[config.mk]
export PLATFORM = sky130hd
export DESIGN_NAME = ac_ctrl
export DESIGN_NICKNAME = d
export VERILOG_FILES = /design/src/rtl/ac_pkg.sv /design/src/rtl/ac_alu.sv /design/src/rtl/ac_ctrl.sv
export SDC_FILE = /design/constraint.sdc
export NUM_CORES = 1
export LEC_CHECK = 0
export CORE_MARGIN = 1.5
export CORE_UTILIZATION = 30
export CTS_CLUSTER_SIZE = 16
export DETAILED_ROUTE_END_ITERATION = 16
export PLACE_DENSITY = 0.62
export SYNTH_ARGS = -nofsm -noshare
export SYNTH_HDL_FRONTEND = slang
export SYNTH_SLANG_ARGS = --single-unit
[constraint.sdc]
create_clock -name clk -period 2.9 [get_ports clk]
set_clock_uncertainty 0.05 [all_clocks]
set_input_delay 0.58 -clock clk [delete_from_list [all_inputs] [get_ports clk]]
set_output_delay 0.58 -clock clk [all_outputs]
set_load 0.1 [all_outputs]
[src/rtl/ac_pkg.sv]
// Shared types for the accumulator controller: opcode and FSM state enums, default data width.
package ac_pkg;
  localparam int AC_W = 8;

  typedef enum logic [2:0] {
    OP_NOP  = 3'd0,
    OP_LOAD = 3'd1,
    OP_ADD  = 3'd2,
    OP_SUB  = 3'd3,
    OP_AND  = 3'd4,
    OP_OR   = 3'd5,
    OP_CLR  = 3'd6,
    OP_ILL  = 3'd7
  } ac_op_t;

  typedef enum logic [1:0] {
    IDLE = 2'd0,
    OPER = 2'd1,
    LOAD = 2'd2,
    DONE = 2'd3
  } ac_state_t;
endpackage

[src/rtl/ac_alu.sv]
// Combinational result for one accumulator op; carry is ADD carry-out or SUB borrow, else 0.
module ac_alu
  import ac_pkg::*;
#(
  parameter int WIDTH = AC_W
) (
  input  ac_op_t           op,
  input  logic [WIDTH-1:0] a,
  input  logic [WIDTH-1:0] b,
  output logic [WIDTH-1:0] y,
  output logic             carry
);
  logic [WIDTH:0] sum;
  logic [WIDTH:0] diff;

  assign sum  = {1'b0, a} + {1'b0, b};
  // The extra top bit of a zero-extended difference is the borrow.
  assign diff = {1'b0, a} - {1'b0, b};

  always_comb begin
    y     = a;
    carry = 1'b0;
    case (op)
      OP_LOAD: y = b;
      OP_ADD: begin
        y     = sum[WIDTH-1:0];
        carry = sum[WIDTH];
      end
      OP_SUB: begin
        y     = diff[WIDTH-1:0];
        carry = diff[WIDTH];
      end
      OP_AND:  y = a & b;
      OP_OR:   y = a | b;
      OP_CLR:  y = '0;
      default: y = a;
    endcase
  end
endmodule

[src/rtl/ac_ctrl.sv]
// Accumulator controller: IDLE->OPER->LOAD->DONE per request, load_ac 2 and done 3 cycles after handshake.
// Optional zf/cf flag outputs are built when AC_CTRL_FLAGS_EN is defined.
module ac_ctrl
  import ac_pkg::*;
#(
  parameter int WIDTH = AC_W
) (
  input  logic             clk,
  input  logic             reset,
  input  logic             req_valid,
  output logic             req_ready,
  input  logic [2:0]       req_op,
  input  logic [WIDTH-1:0] req_data,
  input  logic [WIDTH-1:0] ac_in,
  output logic [WIDTH-1:0] z,
  output logic             load_ac,
  output logic             done,
  output logic             err
`ifdef AC_CTRL_FLAGS_EN
  ,
  output logic             zf,
  output logic             cf
`endif
);
  ac_state_t        state, state_n;
  ac_op_t           op_q;
  logic [WIDTH-1:0] data_q;
  logic [WIDTH-1:0] z_q;
  logic             err_q;
  logic [WIDTH-1:0] alu_y;
  logic             alu_carry;
  logic             hs;

  assign req_ready = (state == IDLE);
  assign hs        = req_valid && req_ready;
  assign z         = z_q;
  assign err       = err_q;

  ac_alu #(.WIDTH(WIDTH)) u_alu (
    .op    (op_q),
    .a     (ac_in),
    .b     (data_q),
    .y     (alu_y),
    .carry (alu_carry)
  );

  always_ff @(posedge clk) begin
    if (reset) state <= IDLE;
    else       state <= state_n;
  end

  always_comb begin
    state_n = state;
    load_ac = 1'b0;
    done    = 1'b0;
    case (state)
      IDLE: if (hs) state_n = OPER;
      OPER: state_n = (op_q == OP_ILL) ? DONE : LOAD;
      LOAD: begin
        load_ac = (op_q != OP_NOP);
        state_n = DONE;
      end
      DONE: begin
        done    = 1'b1;
        state_n = IDLE;
      end
      default: state_n = IDLE;
    endcase
    // Strobes are gated by reset so an aborted op never loads, even mid-cycle.
    if (reset) begin
      load_ac = 1'b0;
      done    = 1'b0;
    end
  end

  always_ff @(posedge clk) begin
    if (reset) begin
      op_q   <= OP_NOP;
      data_q <= '0;
      z_q    <= '0;
      err_q  <= 1'b0;
    end else begin
      if (hs) begin
        op_q   <= ac_op_t'(req_op);
        data_q <= req_data;
        err_q  <= 1'b0;
      end
      if (state == OPER) begin
        if (op_q == OP_ILL) err_q <= 1'b1;
        else                z_q   <= alu_y;
      end
    end
  end

`ifdef AC_CTRL_FLAGS_EN
  logic carry_q;

  always_ff @(posedge clk) begin
    if (reset) begin
      carry_q <= 1'b0;
      zf      <= 1'b0;
      cf      <= 1'b0;
    end else begin
      if (state == OPER) carry_q <= alu_carry;
      if (state == LOAD) begin
        zf <= (z_q == '0);
        cf <= carry_q;
      end
    end
  end
`else
  logic unused_carry;
  assign unused_carry = alu_carry;
`endif
endmodule

# After elaboration in Yosys (flattened, before gate mapping)
# Cells that the tools add are included.
[word_totals]
regBits = 22
inputBits = 22
out_inout_bits = 12
word_cells = 36
[op_classes]
n_addsub = 2
n_eq_ne = 11
muxes = 11
n_bitwise = 3
n_reduce_logical = 4
[ops]
columns = ["cell", "count"]
rows = [
  ["one-hot mux 8 bit (6 select lines)", 1],
  ["== test 3 bit (second input constant)", 4],
  ["adder 8 bit", 1],
  ["AND 8 bit", 1],
  ["2-to-1 mux 1 bit", 8],
  ["OR 8 bit", 1],
  ["one-hot mux 2 bit (4 select lines)", 1],
  ["subtractor 8 bit", 1],
  ["== test 3 x 2 -> 1 bit (second input constant)", 2],
  ["== test 2 bit (second input constant)", 2],
  ["== test 3 x 1 -> 1 bit (second input constant)", 1],
  ["nonzero test 3 bit", 1],
  ["== test 2 x 1 -> 1 bit (second input constant)", 1],
  ["zero test 2 bit", 1],
  ["2-to-1 mux 2 bit", 1],
  ["inequality test 2 x 1 -> 1 bit (second input constant)", 1],
  ["AND reduction 2 bit", 1],
  ["logical AND 1 bit", 1],
  ["NOT 1 bit", 1],
]

# Depth between registers and ports, before layout
# Gate-level depths: netlist of the first run.
[depth]
depth_word = 5
ltp_mapped = 11

# By module
# A second synthesis of the first run with hierarchy kept.
[unflattened]
hier_cells = 278
hier_area_um2 = 2200.9
[modules_own_cells]
columns = ["module", "n_inst", "cells_each", "area_per_inst_um2", "seq_area_each_um2"]
rows = [
  ["ac_alu", 1, 171, 1232.4, 0.0],
  ["ac_ctrl", 1, 107, 968.4, 440.4],
]

# Worst setup path after synthesis of the first run
# OpenSTA, ideal clock, no wires.
[synth_timing]
path_kind = "input-to-output"
from = "input reset"
to = "output load_ac"
arrival_time_ns = 2.336
path_slack_ns = -0.066
stages = 3
cell_sequence = "clkbuf_1 > nand2b_1 > a21oi_1"
[synth_between]
elab_chain_len = 1
[synth_lines]
columns = ["element", "line_no", "text"]
rows = [
  ["from (decl)", "ac_ctrl.sv:9", "input logic reset,"],
  ["2-to-1 mux 1 bit", "ac_ctrl.sv:70", "if (reset) begin"],
  ["to (decl)", "ac_ctrl.sv:16", "output logic load_ac,"],
]
# Every way passes these cells.

# Final worst setup path of the first run
[layout_timing]
from = "register data_q[1]"
to = "register z_q[5], in the netlist z[5]"
[layout_between]
elab_chain_len = 2
word_cells_on_any_way = 3
cone_classes = "2 x add/sub; 1 x mux"
[layout_lines]
columns = ["element", "line_no", "text"]
rows = [
  ["from (decl)", "ac_ctrl.sv:27", "logic [WIDTH-1:0] data_q;"],
  ["from (signal assigned)", "ac_ctrl.sv:85", "data_q <= req_data;"],
  ["subtractor 8 bit / adder 8 bit (equally long branches)", "ac_alu.sv:18, ac_alu.sv:16", ""],
  ["one-hot mux 8 bit (6 select lines) (*)", "ac_alu.sv:23", "case (op)"],
  ["to (signal assigned)", "ac_ctrl.sv:90", "else z_q <= alu_y;"],
  ["to (decl)", "ac_ctrl.sv:28", "logic [WIDTH-1:0] z_q;"],
]
# Mark *: on every way between the ends. The rest lies on a longest branch, timed or not.
# A chain may end at the register's enable or synchronous reset.

==> reports/qor.csv, run 1 <==
stage,metric,value,unit
clock_tree,root buffer cell,clkbuf_8,
cells_and_area,final core utilization,0.398,
yosys,share of the synthesized area in the top cell type,0.262,
floorplan,die area,0.00606,sq mm
floorplan,row count,27,
worst_hold_path,worst hold path class,reg2reg,
yosys,yosys warns,0,
clock_tree,number of CTS-inserted buffers,3,
global_routing,pin count of the biggest net entering global routing,18,
global_routing,gr ovfl total,0,
flow_run,Max Cap Viol,0,
routing,DR WL/cell,12.7,um
routing,DRT iter0 DRCs,67,
cells_and_area,Antenna diodes,0,
clock_tree,clk_lat worst skew,0.26,ns
floorplan,core area,0.00544,sq mm
clock_tree,Clock Sinks,22,
clock_tree,clk buf depth,2,
routing,drt drc,0,
floorplan,top-level port count,34,
timing,final setup fails,0,
timing,fmax,400,MHz
place,Placer Congestion,0.841,
place,DP Area,0.00209,sq mm
cells_and_area,post-route cell area,0.00216,sq mm
yosys,asr flop ratio synth,0,
timing,Final Cycle Share,0.863,
timing,"Slew Viols, Final",0,
floorplan,DIE HEIGHT,77.8,um
yosys,Syn Nets,253,
global_routing,vias in the first global route,1503,
clock_tree,H-tree levels,1,
worst_setup_path,crit-path max FO,6,
cells_and_area,layout cells sized above 1,0.140,
place,post-DP HPWL,3310,um
worst_setup_path,Setup crit end kind,flip-flop,
routing,final wirelength,4080,um
pwr,Leak,0.858,nW
yosys,Synth area leaders,"dfxtp_1 26%, ha_1 10%, nand2_1 7.4%, a21oi_1 6.0%, o21ai_0 4.2%",
global_routing,first-pass GRT wire length,7020,um
routing,Detail Route Antenna Nets,0,
cells_and_area,Area growth syn-to-layout,28.8,%
timing,Final Hold Fails,0,
worst_hold_path,Hold Startpoint,err,
global_routing,gr usage total,0.144,
yosys,"Seq/Total Area, Yosys",0.262,
clock_tree,Post-CTS Resized,0,
clock_tree,Clock Pin Slew Worst Setup and Hold Paths,0.08,ns
floorplan,Initial Util,0.309,
yosys,Syn Area/Cell,7.78,sq um
yosys,Seq cells post-synth,22,
worst_setup_path,RR Startpoint,data_q[1],
yosys,Most used DFF post-synth,dfxtp_1,
pwr,Peak VDD IR,429,uV
routing,vias per cell,4.84,
yosys,Mapped Area,0.00168,sq mm
worst_setup_path,arrival time worst endpoint,2.61,ns
yosys,"area leader, netlist",dfxtp_1,
timing,sum of negative setup slack,0,ns
pwr,PD cells,1070,mW/mm^2
clock_tree,post-CTS setup buffer count,0,
timing,Least-Margin Pin Slew,0.463,ns
yosys,number of synthesized flops with an enable pin,0,
run_status,status,"complete, no violations",
global_routing,antenna violations before repair,0,
clock_tree,CTS tree,yes,
worst_setup_path,Worst setup startpoint,data_q[1],
worst_setup_path,CP Launch Type,flip-flop,
yosys,Mapped Cells,216,
worst_setup_path,Critical Setup Path Class,reg2reg,
clock_tree,CTS Hold Bufs,0,
timing,relative slew slack,0.691,
routing,total number of vias,1558,
timing,RSZ-0062 raised after global routing,no,
yosys,Synth cell types,52,
floorplan,chip width,77.8,um
timing,Period minus WS final,2.50,ns
cells_and_area,# nets final,288,
place,port bufs,33,
routing,1st-pass router iterations,4,
worst_setup_path,data required time of the worst path,3.01,ns
critical path, cell delays in order, from the launching register on:
cell      delay, ns
dfxtp_1        0.42
inv_1          0.11
ha_1           0.27
mux2_2         0.31
inv_2          0.05
ha_1           0.21
nor2b_4        0.13
o31ai_2        0.22
a21boi_1       0.12
or3_1          0.31
a31o_1         0.21
cell usage after synthesis (2+ instances only):
master    instances
nand2_1          33
dfxtp_1          22
a21oi_1          20
ha_1             14
o21ai_0          14
nor2_1           13
inv_1             9
nor3_1            7
clkbuf_1          5
nor2b_1           5
o21ai_1           5
xnor2_1           5
a211oi_1          4
a21o_1            3
mux2i_1           3
nand2b_1          3
xor2_1            3
a211o_1           2
a21oi_2           2
and2_1            2
buf_2             2
buf_4             2
buf_6             2
inv_2             2
nand3b_1          2
nor3b_1           2
o211ai_1          2
o21a_1            2
o32ai_1           2
or3_1             2
cell families (layout without fill, tap and decap cells):
kind of cell               Yosys count  after routing  share of synthesized area
and+or+nand+nor                     77             77                      0.230
adders and majority gates           15             15                      0.116
buffers and inverters               22             56                     0.0640
AOI/OAI and AO/OA                   68             68                      0.261
DFF                                 22             22                      0.262
muxes                                4              4                     0.0246
xor gates and xnor gates             8              8                     0.0417
metal layers:
layer,vias to the layer above,GRT usage,routed length [um]
met4,0,0.0418,66
li1,830,-,-
met5,-,0,0
met3,6,0.0282,211
met2,37,0.234,1830
met1,685,0.193,1970
report_power, final:
part,switching [mW],total [mW],leakage (nW),internal [mW]
Combinational,1.01,1.56,0.641,0.554
Sequential,0.0732,0.463,0.181,0.390
Clock,0.103,0.287,0.0357,0.184
Total,1.18,2.31,0.858,1.13
path summary, 6_finish.rpt:
kind | endpoint | slack, ns | depth (start not counted)
setup reg to reg | z[5] | 0.40 | 10
hold / removal | err | 0.41 | 2
setup / recovery | z[5] | 0.40 | 10
hold reg to reg | err | 0.41 | 2
state kept, by name, indices dropped and copies added (netlist names):
| register | flops |
|---|---|
| data_q | 8 |
| z | 8 |
| op_q | 3 |
| state | 2 |
| err | 1 |
through the flow:
stage | setup WS, ns | power (mW) | hold WS, ns | instances
2_1_floorplan | 0.196 | 1.70 | 0.408 | 216
3_3_place_gp | 0.251 | 2.02 | 0.404 | 318
3_5_place_dp | 0.231 | 2.03 | 0.403 | 318
4_1_cts | 0.369 | 2.32 | 0.417 | 322
5_1_grt | 0.251 | 2.49 | 0.449 | 322
6_report | 0.398 | 2.31 | 0.412 | 322
cell type report:
| cell class | instances | area, sq um |
|---|---|---|
| fill | 576 | 3270 |
| multi-input combinational | 172 | 1140 |
| sequential | 22 | 440 |
| timing repair buffer | 41 | 385 |
| tap | 72 | 90.1 |
| clock buffer | 3 | 41.3 |
| inverter | 11 | 41.3 |
| clock inverter | 1 | 30.0 |
cell usage in the layout, fill, tap and decap left out, types with 3 or more instances in the layout:
cell type,synthesis,layout
nand2b_1,3,3
xnor2_1,5,5
inv_1,9,9
nor3_1,7,7
o21ai_0,14,14
ha_1,14,14
a21o_1,3,3
a21oi_2,2,3
nor2_1,13,13
clkdlybuf4s50_1,0,21
nand2_1,33,33
nor2b_1,5,5
o21ai_1,5,5
clkbuf_8,0,3
mux2i_1,3,3
a211oi_1,4,4
xor2_1,3,3
buf_4,2,18
dfxtp_1,22,22
a21oi_1,20,19
Power figures use the tool's default switching activity.
==> run 2, diff against run 1 <==
--- a/config.mk
+++ b/config.mk
@@ -5,11 +5,12 @@
 export SDC_FILE = /design/constraint.sdc
 export NUM_CORES = 1
 export LEC_CHECK = 0
+export ABC_AREA = 1
 export CORE_MARGIN = 1.5
 export CORE_UTILIZATION = 30
 export CTS_CLUSTER_SIZE = 16
 export DETAILED_ROUTE_END_ITERATION = 16
-export PLACE_DENSITY = 0.62
+export PLACE_DENSITY = 0.63
 export SYNTH_ARGS = -nofsm -noshare
 export SYNTH_HDL_FRONTEND = slang
 export SYNTH_SLANG_ARGS = --single-unit
==> reports/qor.csv, run 2 <==
stage,metric,value,unit,change
run_status,status,"complete, no violations",,
global_routing,gr ovfl total,0,,unchanged
timing,sum of negative setup slack,0,ns,unchanged
cells_and_area,Area growth syn-to-layout,28.9,%,about the same
routing,final wirelength,4280,um,+4.9%
routing,Detail Route Antenna Nets,0,,unchanged
clock_tree,Clock Pin Slew Worst Setup and Hold Paths,0.09,ns,about the same
floorplan,die area,0.00594,sq mm,-1.9%
routing,vias per cell,4.78,,-1.1%
pwr,switch share,0.564,,+0.0516
yosys,Post-Synth Adder-Cell Area,0.119,,+0.00238
pwr,Flop pwr share,0.192,,-0.008
clock_tree,number of CTS-inserted buffers,3,,unchanged
yosys,Syn Area/Cell,6.61,sq um,-15%
routing,WL met2,1920,um,+4.8%
yosys,complex-gate fraction of the synthesized area,0.252,,-0.00908
worst_setup_path,arrival time worst endpoint,2.81,ns,+0.20 ns
yosys,share of the synthesized area in the top cell type,0.267,,+0.00538
floorplan,Initial Util,0.316,,+0.00740
place,port bufs,33,,unchanged
clock_tree,post-CTS setup buffer count,0,,unchanged
worst_setup_path,Setup crit end kind,flip-flop,,
timing,Period minus WS final,2.64,ns,+0.141 ns
yosys,Synth area leaders,"dfxtp_1 27%, nand2_1 11%, ha_1 11%, a21oi_1 10%, inv_1 9.6%",,
pwr,Peak VDD IR,574,uV,+34%
routing,1st-pass router iterations,4,,unchanged
clock_tree,CTS Hold Bufs,0,,unchanged
pwr,Cell Int Power,1.13,mW,+0.54%
yosys,Synth Area in Simple Gates,0.227,,-0.00288
timing,Least-Margin Pin Slew,0.636,ns,+0.173 ns
global_routing,vias in the first global route,1633,,+8.6%
place,Placer Congestion,0.970,,+15%
yosys,top-count cell post-synth,nand2_1,,
global_routing,first-pass GRT wire length,7220,um,+2.7%
routing,total number of vias,1689,,+8.4%
clock_tree,clk_lat worst skew,0.27,ns,about the same
cells_and_area,layout cells sized above 1,0.0919,,-0.0481
worst_setup_path,CP Launch Type,flip-flop,,
worst_hold_path,worst hold path class,reg2reg,,
pwr,Logic pwr share,0.692,,+0.016
routing,highest routed layer,met4,,
cells_and_area,# nets final,321,,+11%
pwr,part of the power in the clock network,0.116,,-0.008
yosys,"area leader, netlist",dfxtp_1,,
cells_and_area,Antenna diodes,0,,unchanged
flow_run,Max Cap Viol,0,,unchanged
floorplan,row count,26,,-3.7%
clock_tree,clk buf depth,2,,unchanged
timing,relative slew slack,0.575,,-0.116
routing,DRT iter0 DRCs,106,,+58%
floorplan,core area,0.00520,sq mm,-4.3%
clock_tree,Post-CTS Resized,0,,unchanged
cells_and_area,Fillers,560,,-2.8%
cells_and_area,most frequent cells in the layout,"48 x nand2_1, 42 x inv_1, 34 x a21oi_1, 30 x o21ai_0, 22 x dfxtp_1",,
worst_setup_path,Critical Setup Path Class,reg2reg,,
worst_setup_path,crit-path max FO,5,,-1
timing,fmax,378,MHz,-5.3%
routing,DR WL/cell,12.1,um,-4.4%
yosys,Most used DFF post-synth,dfxtp_1,,
global_routing,pin count of the biggest net entering global routing,24,,+6
global_routing,gr usage total,0.150,,+0.00570
worst_setup_path,data required time of the worst path,3.06,ns,+0.05 ns
routing,met3 WL,149,um,-29%
yosys,"Seq/Total Area, Yosys",0.267,,+0.00538
floorplan,chip width,77.1,um,-0.97%
timing,"Slew Viols, Final",0,,unchanged
clock_tree,CTS tree,yes,,
yosys,mux cell area share after synthesis,0,,-0.0246
yosys,Syn Nets,286,,+13%
clock_tree,root buffer cell,clkbuf_8,,
pwr,PD cells,1220,mW/mm^2,+15%
yosys,Seq cells post-synth,22,,unchanged
yosys,Mapped Cells,249,,+15%
pwr,Leak,0.986,nW,+15%
routing,drt drc,0,,unchanged
timing,RSZ-0062 raised after global routing,no,,
yosys,asr flop ratio synth,0,,unchanged
timing,WHS,0.422,ns,+0.0101 ns
global_routing,antenna violations before repair,0,,unchanged
floorplan,top-level port count,34,,unchanged
place,post-DP HPWL,3370,um,+1.8%
clock_tree,H-tree levels,1,,unchanged
routing,met1 wire length,2140,um,+8.5%
yosys,yosys warns,0,,unchanged
timing,Final Cycle Share,0.912,,+0.0487
yosys,number of synthesized flops with an enable pin,0,,unchanged
clock_tree,Clock Sinks,22,,unchanged
cells_and_area,"commonest non-fill, non-tap cell in the layout",nand2_1,,
floorplan,DIE HEIGHT,77.1,um,-0.97%
yosys,Post-Synth XOR/XNOR Area,0.0266,,-0.0151
timing,Final Hold Fails,0,,unchanged
pwr,sw power,1.46,mW,+24%
yosys,Synth cell types,30,,-42%
yosys,largest family of logic cells by synthesized area,compound AO/OA/AOI/OAI gates,,
timing,final setup fails,0,,unchanged
yosys,Mapped Area,0.00165,sq mm,-2.0%
yosys,most frequent cells after synthesis,"48 x nand2_1, 42 x inv_1, 34 x a21oi_1",,
## run 2: changes by cell type after synthesis, moves of 14 or more
cell,before,now
nand2_1,33,48
a21oi_1,20,34
o21ai_0,14,30
inv_1,9,42
## run 2: final cells by class
type / instances / area [sq um] / share of cell area
Clock buffer: 3 / 41.3 / 0.0195
Clock inverter: 1 / 30.0 / 0.0142
Inverter: 43 / 161 / 0.0761
Multi-Input combinational cell: 180 / 1030 / 0.485
Sequential cell: 22 / 440 / 0.208
Tap cell: 70 / 87.6 / 0.0413
Timing Repair Buffer: 34 / 333 / 0.157
## run 2: cells by family (layout without fill, tap and decap cells)
| family | after synthesis | in the layout |
|---|---|---|
| buffers and inverters | 47 | 81 |
| XOR/XNOR | 5 | 5 |
| flip-flops | 22 | 22 |
| AO/OA/AOI/OAI | 78 | 78 |
| AND/OR/NAND/NOR | 82 | 82 |
| adder cells (fa/ha/maj) | 15 | 15 |
## run 2: final timing paths
| path | to | startpoint | depth (start not counted) | slack, ns |
|---|---|---|---|---|
| worst max-delay path | z[7] | data_q[0] | 20 | 0.26 |
| worst min-delay path | z[6] | z[6] | 2 | 0.42 |
| worst max register to register | z[7] | data_q[0] | 20 | 0.26 |
| worst min register to register | z[6] | z[6] | 2 | 0.42 |
## run 2: routing by layer
| layer | global-route usage | vias up |
|---|---|---|
| met5 | 0 | - |
| met1 | 0.197 | 752 |
| met3 | 0.0250 | 8 |
| met4 | 0.0455 | 0 |
| li1 | - | 892 |
| met2 | 0.250 | 37 |
## run 2: power groups by stage
stage	Clock [mW]	Sequential, mW	Combinational, mW
global route	0.314	0.515	2.00
detailed placement	0	0.505	1.79
finish	0.301	0.499	1.80
CTS	0.302	0.499	1.80
floorplan	0	0.794	1.11
global placement	0	0.506	1.78
## run 2: per-stage QoR
step	total power, mW	utilization	setup WS [ns]	cell area (sq um)	instances
global route	2.83	0.408	0.00717	2120	353
CTS	2.60	0.408	0.279	2120	353
detailed placement	2.29	0.394	0.191	2050	349
floorplan	1.91	-	0.0107	1650	249
global placement	2.28	0.394	0.163	2050	349
finish	2.60	0.408	0.257	2120	353
## run 2: critical path: stages (launching register included)
cell	delay [ns]
dfxtp_1	0.36
inv_1	0.14
ha_1	0.16
inv_1	0.04
nor3_1	0.12
inv_1	0.07
o31ai_1	0.25
xor2_1	0.17
inv_1	0.06
ha_1	0.31
nand2_1	0.10
inv_1	0.04
nand2_1	0.06
nand2_1	0.04
a21oi_1	0.21
inv_1	0.06
nand2_1	0.06
nand3_1	0.07
nand2_1	0.07
nand2_1	0.06
a21oi_2	0.10
==> run 3, diff against run 2 <==
--- a/config.mk
+++ b/config.mk
@@ -10,7 +10,6 @@
 export CORE_UTILIZATION = 30
 export CTS_CLUSTER_SIZE = 16
 export DETAILED_ROUTE_END_ITERATION = 16
-export PLACE_DENSITY = 0.63
 export SYNTH_ARGS = -nofsm -noshare
 export SYNTH_HDL_FRONTEND = slang
 export SYNTH_SLANG_ARGS = --single-unit
==> reports/qor.csv, run 3 (same netlist as run 2, synthesis figures left out) <==
stage,metric,value,unit,change
routing,DRT iter0 DRCs,74,,-30%
clock_tree,post-CTS setup buffer count,0,,unchanged
worst_setup_path,Worst path max stage delay,0.33,ns,-0.03 ns
pwr,Flop pwr share,0.193,,about the same
clock_tree,Clock Sinks,22,,unchanged
floorplan,core area,0.00520,sq mm,unchanged
cells_and_area,most frequent cells in the layout,"48 x nand2_1, 42 x inv_1, 34 x a21oi_1, 30 x o21ai_0, 22 x dfxtp_1",,
worst_setup_path,crit-path max FO,5,,unchanged
floorplan,row count,26,,unchanged
floorplan,die area,0.00594,sq mm,unchanged
worst_setup_path,CP bufs+invs,6,,unchanged
global_routing,vias in the first global route,1580,,-3.2%
worst_setup_path,Reg2Reg Setup Slack,0.35,ns,+0.10 ns
cells_and_area,Area growth syn-to-layout,29.3,%,
global_routing,antenna violations before repair,0,,unchanged
cells_and_area,layout cells sized above 1,0.0951,,+0.00320
pwr,PD cells,1220,mW/mm^2,-0.56%
place,Placer Congestion,0.888,,-8.5%
pwr,Leak,0.990,nW,+0.44%
routing,vias per cell,4.79,,+0.13%
worst_setup_path,CP cell instances,"inv_1, ha_1, inv_1, nor3_1, inv_1, o31ai_1, xor2_1, inv_1, ha_1, nand2_1, inv_1, nand2_1, nand2_1, a21oi_1, inv_1, nand2_1, nand3_1, nand2_1, nand2_1, a21oi_2",,
floorplan,Initial Util,0.316,,unchanged
worst_setup_path,CP Launch Type,flip-flop,,
worst_setup_path,Setup crit end kind,flip-flop,,
worst_setup_path,Critical Setup Path Class,reg2reg,,
pwr,Peak VDD IR,641,uV,+12%
clock_tree,CTS Hold Bufs,0,,unchanged
routing,drt drc,0,,unchanged
clock_tree,root buffer cell,clkbuf_8,,
clock_tree,H-tree levels,1,,unchanged
worst_setup_path,slowest CP cell,dfxtp_1,,
clock_tree,clk buf depth,2,,unchanged
pwr,switch share,0.561,,-0.00255
pwr,Logic pwr share,0.693,,about the same
timing,RSZ-0062 raised after global routing,no,,
timing,fmax,393,MHz,+3.8%
timing,Period minus WS final,2.55,ns,-0.0977 ns
timing,sum of negative setup slack,0,ns,unchanged
routing,DR WL/cell,12.0,um,-0.80%
cells_and_area,# nets final,322,,+0.31%
timing,final setup fails,0,,unchanged
routing,Detail Route Antenna Nets,0,,unchanged
worst_setup_path,CP top delay family,simple AND/OR/NAND/NOR gates,,
pwr,sw power,1.45,mW,-0.66%
flow_run,Max Cap Viol,0,,unchanged
place,port bufs,33,,unchanged
global_routing,first-pass GRT wire length,7300,um,+1.2%
place,post-DP HPWL,3340,um,-0.92%
pwr,Cell Int Power,1.14,mW,+0.37%
timing,relative slew slack,0.583,,+0.00754
clock_tree,clk_lat worst skew,0.27,ns,about the same
clock_tree,number of CTS-inserted buffers,3,,unchanged
worst_hold_path,worst hold path class,reg2reg,,
routing,1st-pass router iterations,4,,unchanged
global_routing,gr usage total,0.153,,+0.00312
pwr,part of the power in the clock network,0.115,,about the same
cells_and_area,Antenna diodes,0,,unchanged
timing,"Slew Viols, Final",0,,unchanged
timing,Final Cycle Share,0.878,,-0.0337
timing,Least-Margin Pin Slew,0.624,ns,-0.0113 ns
clock_tree,Clock Pin Slew Worst Setup and Hold Paths,0.09,ns,about the same
worst_setup_path,arrival time worst endpoint,2.71,ns,-0.10 ns
timing,WHS,0.421,ns,-0.000531 ns
global_routing,gr ovfl total,0,,unchanged
routing,final wirelength,4260,um,-0.51%
timing,Final Hold Fails,0,,unchanged
floorplan,DIE HEIGHT,77.1,um,unchanged
clock_tree,Post-CTS Resized,0,,unchanged
clock_tree,CTS tree,yes,,
cells_and_area,"commonest non-fill, non-tap cell in the layout",nand2_1,,
run_status,status,"complete, no violations",,
floorplan,top-level port count,34,,unchanged
global_routing,pin count of the biggest net entering global routing,24,,unchanged
floorplan,chip width,77.1,um,unchanged
worst_setup_path,data required time of the worst path,3.06,ns,about the same
routing,total number of vias,1696,,+0.41%
==> run 3: layer usage <==
metal  track usage  share of wire  up-vias
met5             0              0        -
met4        0.0382          0.010        0
met3        0.0310          0.058        4
met2         0.254           0.44       41
met1         0.203           0.49      759
li1              -              -      892
==> run 3: stage by stage <==
step | instances | setup WS, ns | util | power (mW) | cell area (sq um)
after CTS | 354 | 0.324 | 0.409 | 2.60 | 2130
after global routing | 354 | 0.0360 | 0.409 | 2.85 | 2130
after floorplan | 249 | 0.0107 | - | 1.91 | 1650
after detailed placement | 350 | 0.166 | 0.395 | 2.30 | 2060
after global placement | 350 | 0.147 | 0.395 | 2.30 | 2060
final | 354 | 0.354 | 0.409 | 2.59 | 2130
==> run 3: cell type report <==
class | instances | area (sq um)
clock buffer | 3 | 41.3
clock inverter | 1 | 30.0
fill | 572 | 3080
inverter | 43 | 161
multi-input combinational | 180 | 1030
sequential | 22 | 440
tap | 70 | 87.6
timing repair buffer | 35 | 340
==> run 3: final timing paths <==
path / from / end / depth (start not counted)
max reg2reg: data_q[1] / z[7] / 20
max: data_q[1] / z[7] / 20
min: z[6] / z[6] / 2
min reg2reg: z[6] / z[6] / 2
==> run 3: power groups by stage <==
stage	Sequential, mW	Clock (mW)	Combinational, mW
2_1_floorplan	0.794	0	1.11
3_3_place_gp	0.507	0	1.79
3_5_place_dp	0.506	0	1.79
4_1_cts	0.499	0.304	1.79
5_1_grt	0.518	0.324	2.01
6_report	0.499	0.298	1.80
==> run 3: worst register-to-register path, stage by stage, from the launching register on <==
cell and delay, ns:
dfxtp_1 0.33, inv_1 0.12, ha_1 0.16, inv_1 0.04, nor3_1 0.12, inv_1 0.08
o31ai_1 0.24, xor2_1 0.16, inv_1 0.05, ha_1 0.30, nand2_1 0.09, inv_1 0.04
nand2_1 0.05, nand2_1 0.04, a21oi_1 0.19, inv_1 0.07, nand2_1 0.07, nand3_1 0.06
nand2_1 0.06, nand2_1 0.05, a21oi_2 0.10
